`src/rtl/if_fetch_unit.sv`:
```
// Instruction-fetch stage: owns the PC, issues single-cycle-latency IMEM reads and
// buffers returned words with their PCs for a valid/ready handoff to decode.
module if_fetch_unit #(
  parameter logic [31:0] RESET_PC  = 32'h0000_0000,
  parameter int unsigned BUF_DEPTH = 2
) (
  input  logic        clk,
  input  logic        reset_n,
  output logic [31:0] imem_addr_o,
  output logic        imem_read_n_o,
  input  logic [31:0] imem_data_i,
  input  logic        redirect_i,
  input  logic [31:0] redirect_pc_i,
  input  logic        id_ready_i,
  output logic        id_valid_o,
  output logic [31:0] id_instr_o,
  output logic [31:0] id_pc_o
);

  localparam int unsigned PTR_W = (BUF_DEPTH > 1) ? $clog2(BUF_DEPTH) : 1;
  localparam int unsigned CNT_W = $clog2(BUF_DEPTH + 1);
  localparam logic [31:0] NOP   = 32'h0000_0013;

  logic [31:0]      pc_q;
  logic [31:0]      inflight_pc_q;
  logic             inflight_q;
  logic [31:0]      buf_pc_q    [BUF_DEPTH];
  logic [31:0]      buf_instr_q [BUF_DEPTH];
  logic [PTR_W-1:0] rd_ptr_q;
  logic [PTR_W-1:0] wr_ptr_q;
  logic [CNT_W-1:0] count_q;
  logic [CNT_W-1:0] count_d;
  logic [CNT_W:0]   credit;
  logic             buf_nonempty;
  logic             deq;
  logic             push;
  logic             issue;
  logic             unused_pc_bits;

  assign unused_pc_bits = ^redirect_pc_i[1:0];

  assign buf_nonempty = (count_q != '0);
  assign id_valid_o   = reset_n & buf_nonempty & ~redirect_i;
  assign deq          = id_valid_o & id_ready_i;
  assign push         = inflight_q & ~redirect_i;

  // Credit counts buffered plus in-flight words, so an issued read always has a slot.
  assign credit = (CNT_W+1)'(count_q) + (CNT_W+1)'(inflight_q) - (CNT_W+1)'(deq);
  assign issue  = reset_n & ~redirect_i & (credit < (CNT_W+1)'(BUF_DEPTH));

  assign imem_addr_o   = {pc_q[31:2], 2'b00};
  assign imem_read_n_o = ~issue;

  assign id_instr_o = buf_nonempty ? buf_instr_q[rd_ptr_q] : NOP;
  assign id_pc_o    = buf_nonempty ? buf_pc_q[rd_ptr_q]    : 32'h0000_0000;

  always_comb begin
    count_d = count_q;
    case ({push, deq})
      2'b10:   count_d = count_q + CNT_W'(1);
      2'b01:   count_d = count_q - CNT_W'(1);
      default: count_d = count_q;
    endcase
  end

  // Control state: reset, then redirect flush, then normal issue/push/pop.
  always_ff @(posedge clk) begin
    if (!reset_n) begin
      pc_q          <= {RESET_PC[31:2], 2'b00};
      inflight_q    <= 1'b0;
      inflight_pc_q <= 32'h0000_0000;
      count_q       <= '0;
      rd_ptr_q      <= '0;
      wr_ptr_q      <= '0;
    end else if (redirect_i) begin
      pc_q       <= {redirect_pc_i[31:2], 2'b00};
      inflight_q <= 1'b0;
      count_q    <= '0;
      rd_ptr_q   <= '0;
      wr_ptr_q   <= '0;
    end else begin
      inflight_q <= issue;
      if (issue) begin
        pc_q          <= pc_q + 32'd4;
        inflight_pc_q <= pc_q;
      end
      if (push) wr_ptr_q <= wr_ptr_q + PTR_W'(1);
      if (deq)  rd_ptr_q <= rd_ptr_q + PTR_W'(1);
      count_q <= count_d;
    end
  end

  // Buffer payload needs no reset; the count qualifies every entry.
  always_ff @(posedge clk) begin
    if (reset_n && push) begin
      buf_pc_q[wr_ptr_q]    <= inflight_pc_q;
      buf_instr_q[wr_ptr_q] <= imem_data_i;
    end
  end

  always_ff @(posedge clk) begin
    if (reset_n && push) begin
      assert (count_q < CNT_W'(BUF_DEPTH))
        else $error("if_fetch_unit: push into full fetch buffer");
    end
  end

endmodule

```
`config.mk`:
```
export PLATFORM = sky130hd
export DESIGN_NAME = if_fetch_unit
export DESIGN_NICKNAME = d
export VERILOG_FILES = /design/src/rtl/if_fetch_unit.sv
export SDC_FILE = /design/constraint.sdc
export NUM_CORES = 1
export LEC_CHECK = 0
export CORE_ASPECT_RATIO = 1.5
export CORE_MARGIN = 2
export CORE_UTILIZATION = 25
export DETAILED_ROUTE_END_ITERATION = 8
export MAX_ROUTING_LAYER = met4
export PLACE_DENSITY = 0.44
export SKIP_CTS_REPAIR_TIMING = 1
export SYNTH_ARGS = -nofsm -noshare
export SYNTH_HDL_FRONTEND = slang
export SYNTH_SLANG_ARGS = --single-unit
```
`constraint.sdc`:
```
create_clock -name clk -period 7.5 [get_ports clk]
set_clock_uncertainty 0.15 [all_clocks]
set_input_delay 1.875 -clock clk [delete_from_list [all_inputs] [get_ports clk]]
set_output_delay 1.875 -clock clk [all_outputs]
set_load 0.02 [all_outputs]
```
==> results of run 1 <==
==> power breakdown <==
part / internal (mW) / switching [mW]
sequential: 1.13 / 0.0267
combinational: 0.0791 / 0.0820
clock: 0.463 / 0.408
total: 1.67 / 0.517
==> worst max-delay path, delay by kind of cell <==
| family | cells | cell delay (ns) |
|---|---|---|
| buffers and inverters | 3 | 1.18 |
| XOR/XNOR | 1 | 0.16 |
| adder cells (fa/ha/maj) | 2 | 0.64 |
| AND/OR/NAND/NOR | 4 | 0.87 |
==> state kept, by name, indices dropped and copies added (netlist names), named ones only <==
name           flops
buf_instr_q       64
buf_pc_q          60
inflight_pc_q     30
pc_q              30
count_q            2
inflight_q         1
rd_ptr_q           1
wr_ptr_q           1
==> path summary, 6_finish.rpt <==
kind,from,end,slack [ns],cells after the start
hold / removal,inflight_pc_q[20],buf_pc_q[0][20],0.30,0
setup / recovery,redirect_i,imem_read_n_o,0.76,10
hold reg to reg,inflight_pc_q[20],buf_pc_q[0][20],0.30,0
setup reg to reg,count_q[0],pc_q[20],3.74,12
==> Yosys cell counts, types with 4 or more instances <==
library cell | count | area share [%]
nor2_1 | 76 | 3.7
nand4_1 | 15 | 1.2
a31oi_1 | 7 | 0.57
a32oi_1 | 4 | 0.45
xnor2_1 | 9 | 1.0
a22oi_1 | 4 | 0.39
nor4_1 | 7 | 0.57
xor2_1 | 9 | 1.0
nand2_1 | 84 | 4.1
inv_1 | 6 | 0.29
buf_2 | 4 | 0.26
and3_1 | 6 | 0.48
nand2b_1 | 4 | 0.32
nor3_1 | 6 | 0.39
clkbuf_1 | 25 | 1.2
nand3_1 | 9 | 0.58
o22ai_1 | 5 | 0.40
mux2i_1 | 63 | 8.1
o21ai_0 | 14 | 0.91
nor2b_1 | 5 | 0.40
and2_1 | 9 | 0.73
buf_4 | 5 | 0.48
buf_1 | 5 | 0.24
edfxtp_1 | 124 | 48
dfxtp_1 | 66 | 17
and4_1 | 4 | 0.45
a21oi_1 | 50 | 3.2
==> layout make-up <==
type	instances	area, µm²	share of cell area (%)
inverter	8	30.0	0.291
multi-input combinational	421	2520	24.5
sequential	190	5050	48.9
clock inverter	15	136	1.32
timing repair buffer	168	1660	16.1
clock buffer	17	425	4.12
tap	400	500	4.85
==> through the flow <==
stage          util (%)  hold WS (ns)  instance area, µm²  power, mW  cells
6_report           34.0         0.303               10300       2.19   1219
4_1_cts            34.0         0.307               10300       2.23   1219
3_5_place_dp       32.2         0.290                9760       1.35   1187
5_1_grt            34.0         0.317               10300       2.28   1219
3_3_place_gp       32.2         0.282                9760       1.35   1187
2_1_floorplan         -         0.275                7750       1.25    658
==> layout by cell type (no fill, tap or decap), types with 14 or more instances in the layout <==
master	instances
a21oi_1	50
clkbuf_16	17
clkdlybuf4s50_1	159
dfxtp_1	65
edfxtp_1	124
mux2i_1	63
nand2_1	84
nand4_1	15
nor2_1	74
o21ai_0	14
==> cells by family after synthesis <==
| family | count (synthesis) |
|---|---|
| xor gates and xnor gates | 18 |
| AOI/OAI and AO/OA | 97 |
| buffers and inverters | 47 |
| muxes | 65 |
| adders and majority gates | 4 |
| DFF | 190 |
| other | 1 |
| and+or+nand+nor | 233 |
==> per-layer routing <==
metal	wire length, µm	share of wire, %	vias to the layer above	GRT usage [%]
li1	-	-	2667	-
met1	8540	43	2515	15.0
met2	10300	52	148	22.0
met3	677	3.4	29	2.77
met4	525	2.6	0	5.61
met5	0	0	-	-
==> flow_summary.json, run 1 <==
{
  "status": "complete, no violations",
  "grt_setup_unrepaired": "false",
  "grt_pass1_wl_um": 30900,
  "first_iter_violations": 219,
  "synth.distinct_cells": 49,
  "crit_type": "input pin to output pin",
  "cts_max_level": 4,
  "antenna_found_initial": 0,
  "clk_pin_slew_ns": 0.07,
  "vias_per_cell": 4.40,
  "fillers": 3065,
  "timing.final.crit_share_pct": 89.9,
  "path_cells": "clkdlybuf4s50_1 > and2b_1 > and3_1 > ha_1 > nand2b_1 > fa_1 > xnor2_1 > and3_1 > inv_2 > clkdlybuf4s50_1",
  "synthSimpleGateAreaFrac_pct": 13.7,
  "synth_compound_area_share_pct": 7.32,
  "num_vias": 5359,
  "antenna_cells": 0,
  "root_buffer": "clkbuf_16",
  "cp-start-kind": "input pin",
  "drc": 0,
  "fmax_ghz": 0.148,
  "grt_max_degree": 51,
  "cpPeakStageDelay_ns": 0.61,
  "cp_slowest_cell": "clkdlybuf4s50_1",
  "num_rows": 78,
  "synth-edff-count": 124,
  "hpwlAfterDp_um": 13600,
  "finalSetupViolCount": 0,
  "synth-xor-area-share_pct": 2.04,
  "yosys.area_share.adder_pct": 0.743,
  "synth_mux_area_share_pct": 8.44,
  "grt-ovfl-total": 0,
  "avgSynthCellArea_um2": 11.8,
  "vdd_drop_max_uv": 158,
  "report.final.hold_viol_count": 0,
  "syn_area_um2": 7740,
  "cts_num_sinks": 190,
  "clockBufferDepth": 2,
  "grt_pass1_vias": 5327,
  "start_util_pct": 25.5,
  "die_w_um": 148,
  "async_flop_share_pct": 0,
  "syn_inst": 655,
  "synth_seq_area_share_pct": 65.2,
  "ys_seq_elements": 190,
  "die_height_um": 220,
  "first_pass_iters": 5,
  "cts_tree": "yes",
  "cts_buffers": 17,
  "worst_pin_slew_ns": 1.01,
  "critPathArrivalTime_ns": 4.72,
  "die_area_um2": 32400,
  "fin_tns_setup_ns": 0,
  "drv_slew": 0,
  "syn2layout_area_growth_pct": 33.4,
  "relSlewSlack_pct": 31.9,
  "cp_data_required_time_ns": 5.48,
  "drive_gt1_share_pct": 5.98,
  "power-per-cell-area_nw_per_um2": 212,
  "globalRouteTotalUtil_pct": 13.1,
  "routed_wl_um": 20100,
  "ios": 166,
  "cp_max_fo": 4,
  "place_ws_ns": 0.711,
  "ys_warn_count": 0,
  "leakage_nw": 3.29,
  "setup_slack_ns": 0.758,
  "cp-end-kind": "output pin",
  "gp_congestion": 0.864,
  "period_minus_slack_ns": 6.74,
  "synth_ff_type": "edfxtp_1",
  "core_area_um2": 30400,
  "port_buffers": 159,
  "clk_latency_ns": 0.44,
  "wl_per_cell_um": 16.5,
  "postRouteAntennaNets": 0,
  "hp-class": "flip-flop to flip-flop",
  "finalNetCount": 878,
  "synth_top_family_by_area": "simple AND/OR/NAND/NOR gates",
  "maxCapViolCount": 0
}
No activity file was read; power rests on OpenSTA's default activity.
==> run 2, diff against run 1 <==
--- a/config.mk
+++ b/config.mk
@@ -9,7 +9,6 @@
 export CORE_MARGIN = 2
 export CORE_UTILIZATION = 25
 export DETAILED_ROUTE_END_ITERATION = 8
-export MAX_ROUTING_LAYER = met4
 export PLACE_DENSITY = 0.44
 export SKIP_CTS_REPAIR_TIMING = 1
 export SYNTH_ARGS = -nofsm -noshare
==> flow_summary.json, run 2 (synthesis gave the netlist of run 1 again) <==
{
  "fmax_ghz": 0.148,
  "critPathArrivalTime_ns": 4.71,
  "status": "complete, no violations",
  "reg2reg_from": "count_q[0]",
  "report.final.hold_viol_count": 0,
  "leakage_nw": 3.29,
  "drv_slew": 0,
  "cts_tree": "yes",
  "gp_congestion": 0.850,
  "hold_end": "buf_pc_q[0][20]",
  "num_vias": 5383,
  "finalSetupViolCount": 0,
  "worst_pin_slew_ns": 1.00,
  "placed_cell_area_um2": 9760,
  "num_rows": 78,
  "hpwlAfterDp_um": 13600,
  "antenna_found_initial": 0,
  "clockBufferDepth": 2,
  "cts_num_sinks": 190,
  "place_ws_ns": 0.711,
  "clk_latency_ns": 0.45,
  "final_common_cell": "clkdlybuf4s50_1",
  "grt-ovfl-total": 0,
  "syn2layout_area_growth_pct": 33.4,
  "die_w_um": 148,
  "grt_pass1_vias": 5324,
  "first_iter_violations": 221,
  "layout_top_registers": "buf_instr_q (64), buf_pc_q (60)",
  "clk_pin_slew_ns": 0.07,
  "cp-end-kind": "output pin",
  "first_pass_iters": 5,
  "grt_pass1_wl_um": 30900,
  "postRouteAntennaNets": 0,
  "cp-start-kind": "input pin",
  "cp_data_required_time_ns": 5.48,
  "final_cell_mix": "clkdlybuf4s50_1 (159), edfxtp_1 (124), nand2_1 (84)",
  "ios": 166,
  "relSlewSlack_pct": 33.2,
  "core_area_um2": 30400,
  "min-delay-start": "inflight_pc_q[20]",
  "fin_tns_setup_ns": 0,
  "seqCellArea_um2": 5050,
  "antenna_cells": 0,
  "start_util_pct": 25.5,
  "hp-class": "flip-flop to flip-flop",
  "multi_input_area_um2": 2520,
  "regMostFlops": "buf_instr_q",
  "port_buffers": 159,
  "fin_area_um2": 10300,
  "vdd_drop_max_uv": 159,
  "rr_endpoint": "pc_q[20]",
  "timing.final.crit_share_pct": 89.8,
  "cp_max_fo": 4,
  "routed_wl_um": 20200,
  "largest_reg_flops": 64,
  "drive_gt1_share_pct": 5.98,
  "power-per-cell-area_nw_per_um2": 212,
  "wl_per_cell_um": 16.6,
  "drc": 0,
  "finalNetCount": 878,
  "fillers": 3065,
  "r2r_cells": 12,
  "root_buffer": "clkbuf_16",
  "maxCapViolCount": 0,
  "grt_max_degree": 51,
  "die_area_um2": 32400,
  "die_height_um": 220,
  "cts_max_level": 4,
  "globalRouteTotalUtil_pct": 12.7,
  "r2r_setup_slack_ns": 3.73,
  "cts_buffers": 17,
  "grt_setup_unrepaired": "false",
  "hold_depth": 0,
  "crit_type": "input pin to output pin",
  "postLayoutCoreUtil_pct": 34.0,
  "setup_slack_ns": 0.765,
  "vias_per_cell": 4.42,
  "period_minus_slack_ns": 6.73
}
-- run 2: cell counts in the layout (fill, tap and decap cells not counted) --
Identical to the previous run, type by type.
-- run 2: final cells by class --
class                   instances  share of cell area [%]
multi-input cells             421                    24.5
well taps                     400                    4.85
inverters                       8                   0.291
clock inverters                15                    1.32
flip-flops and latches        190                    48.9
repair buffers                168                    16.1
clock buffers                  17                    4.12
-- run 2: through the flow --
step | cells | hold slack [ns] | power (mW)
global route | 1219 | 0.317 | 2.28
finish | 1219 | 0.303 | 2.19
CTS | 1219 | 0.307 | 2.23
detailed placement | 1187 | 0.290 | 1.35
floorplan | 658 | 0.275 | 1.25
global placement | 1187 | 0.282 | 1.35
-- run 2: how the worst max path moves through the flow --
stage / slack (ns) / cells after the start / start / end
2_1_floorplan: 1.51 / 10 / redirect_i / imem_read_n_o
3_3_place_gp: 0.73 / 10 / redirect_i / imem_read_n_o
3_5_place_dp: 0.71 / 10 / redirect_i / imem_read_n_o
4_1_cts: 0.71 / 10 / redirect_i / imem_read_n_o
5_1_grt: 0.61 / 10 / redirect_i / imem_read_n_o
6_report: 0.77 / 10 / redirect_i / imem_read_n_o
-- run 2: power breakdown --
group          switching [mW]  internal, mW  total (mW)
Clock                   0.410         0.463       0.873
Sequential             0.0269          1.13        1.16
Combinational          0.0822        0.0791       0.161
-- run 2: metal layers --
layer  global-route usage [%]  part of all wire, %  vias to the layer above  wire (µm)
met2                     21.9                   51                      149      10400
met3                     3.08                  3.9                       26        794
met5                        0                    0                        -          0
met4                     5.61                  2.6                        0        522
met1                     15.0                   42                     2544       8520
li1                         -                    -                     2664          -
-- run 2: critical path, cell delays in order --
cell             delay (ns)
clkdlybuf4s50_1        0.50
and2b_1                0.26
and3_1                 0.23
ha_1                   0.26
nand2b_1               0.15
fa_1                   0.38
xnor2_1                0.16
and3_1                 0.23
inv_2                  0.07
clkdlybuf4s50_1        0.61
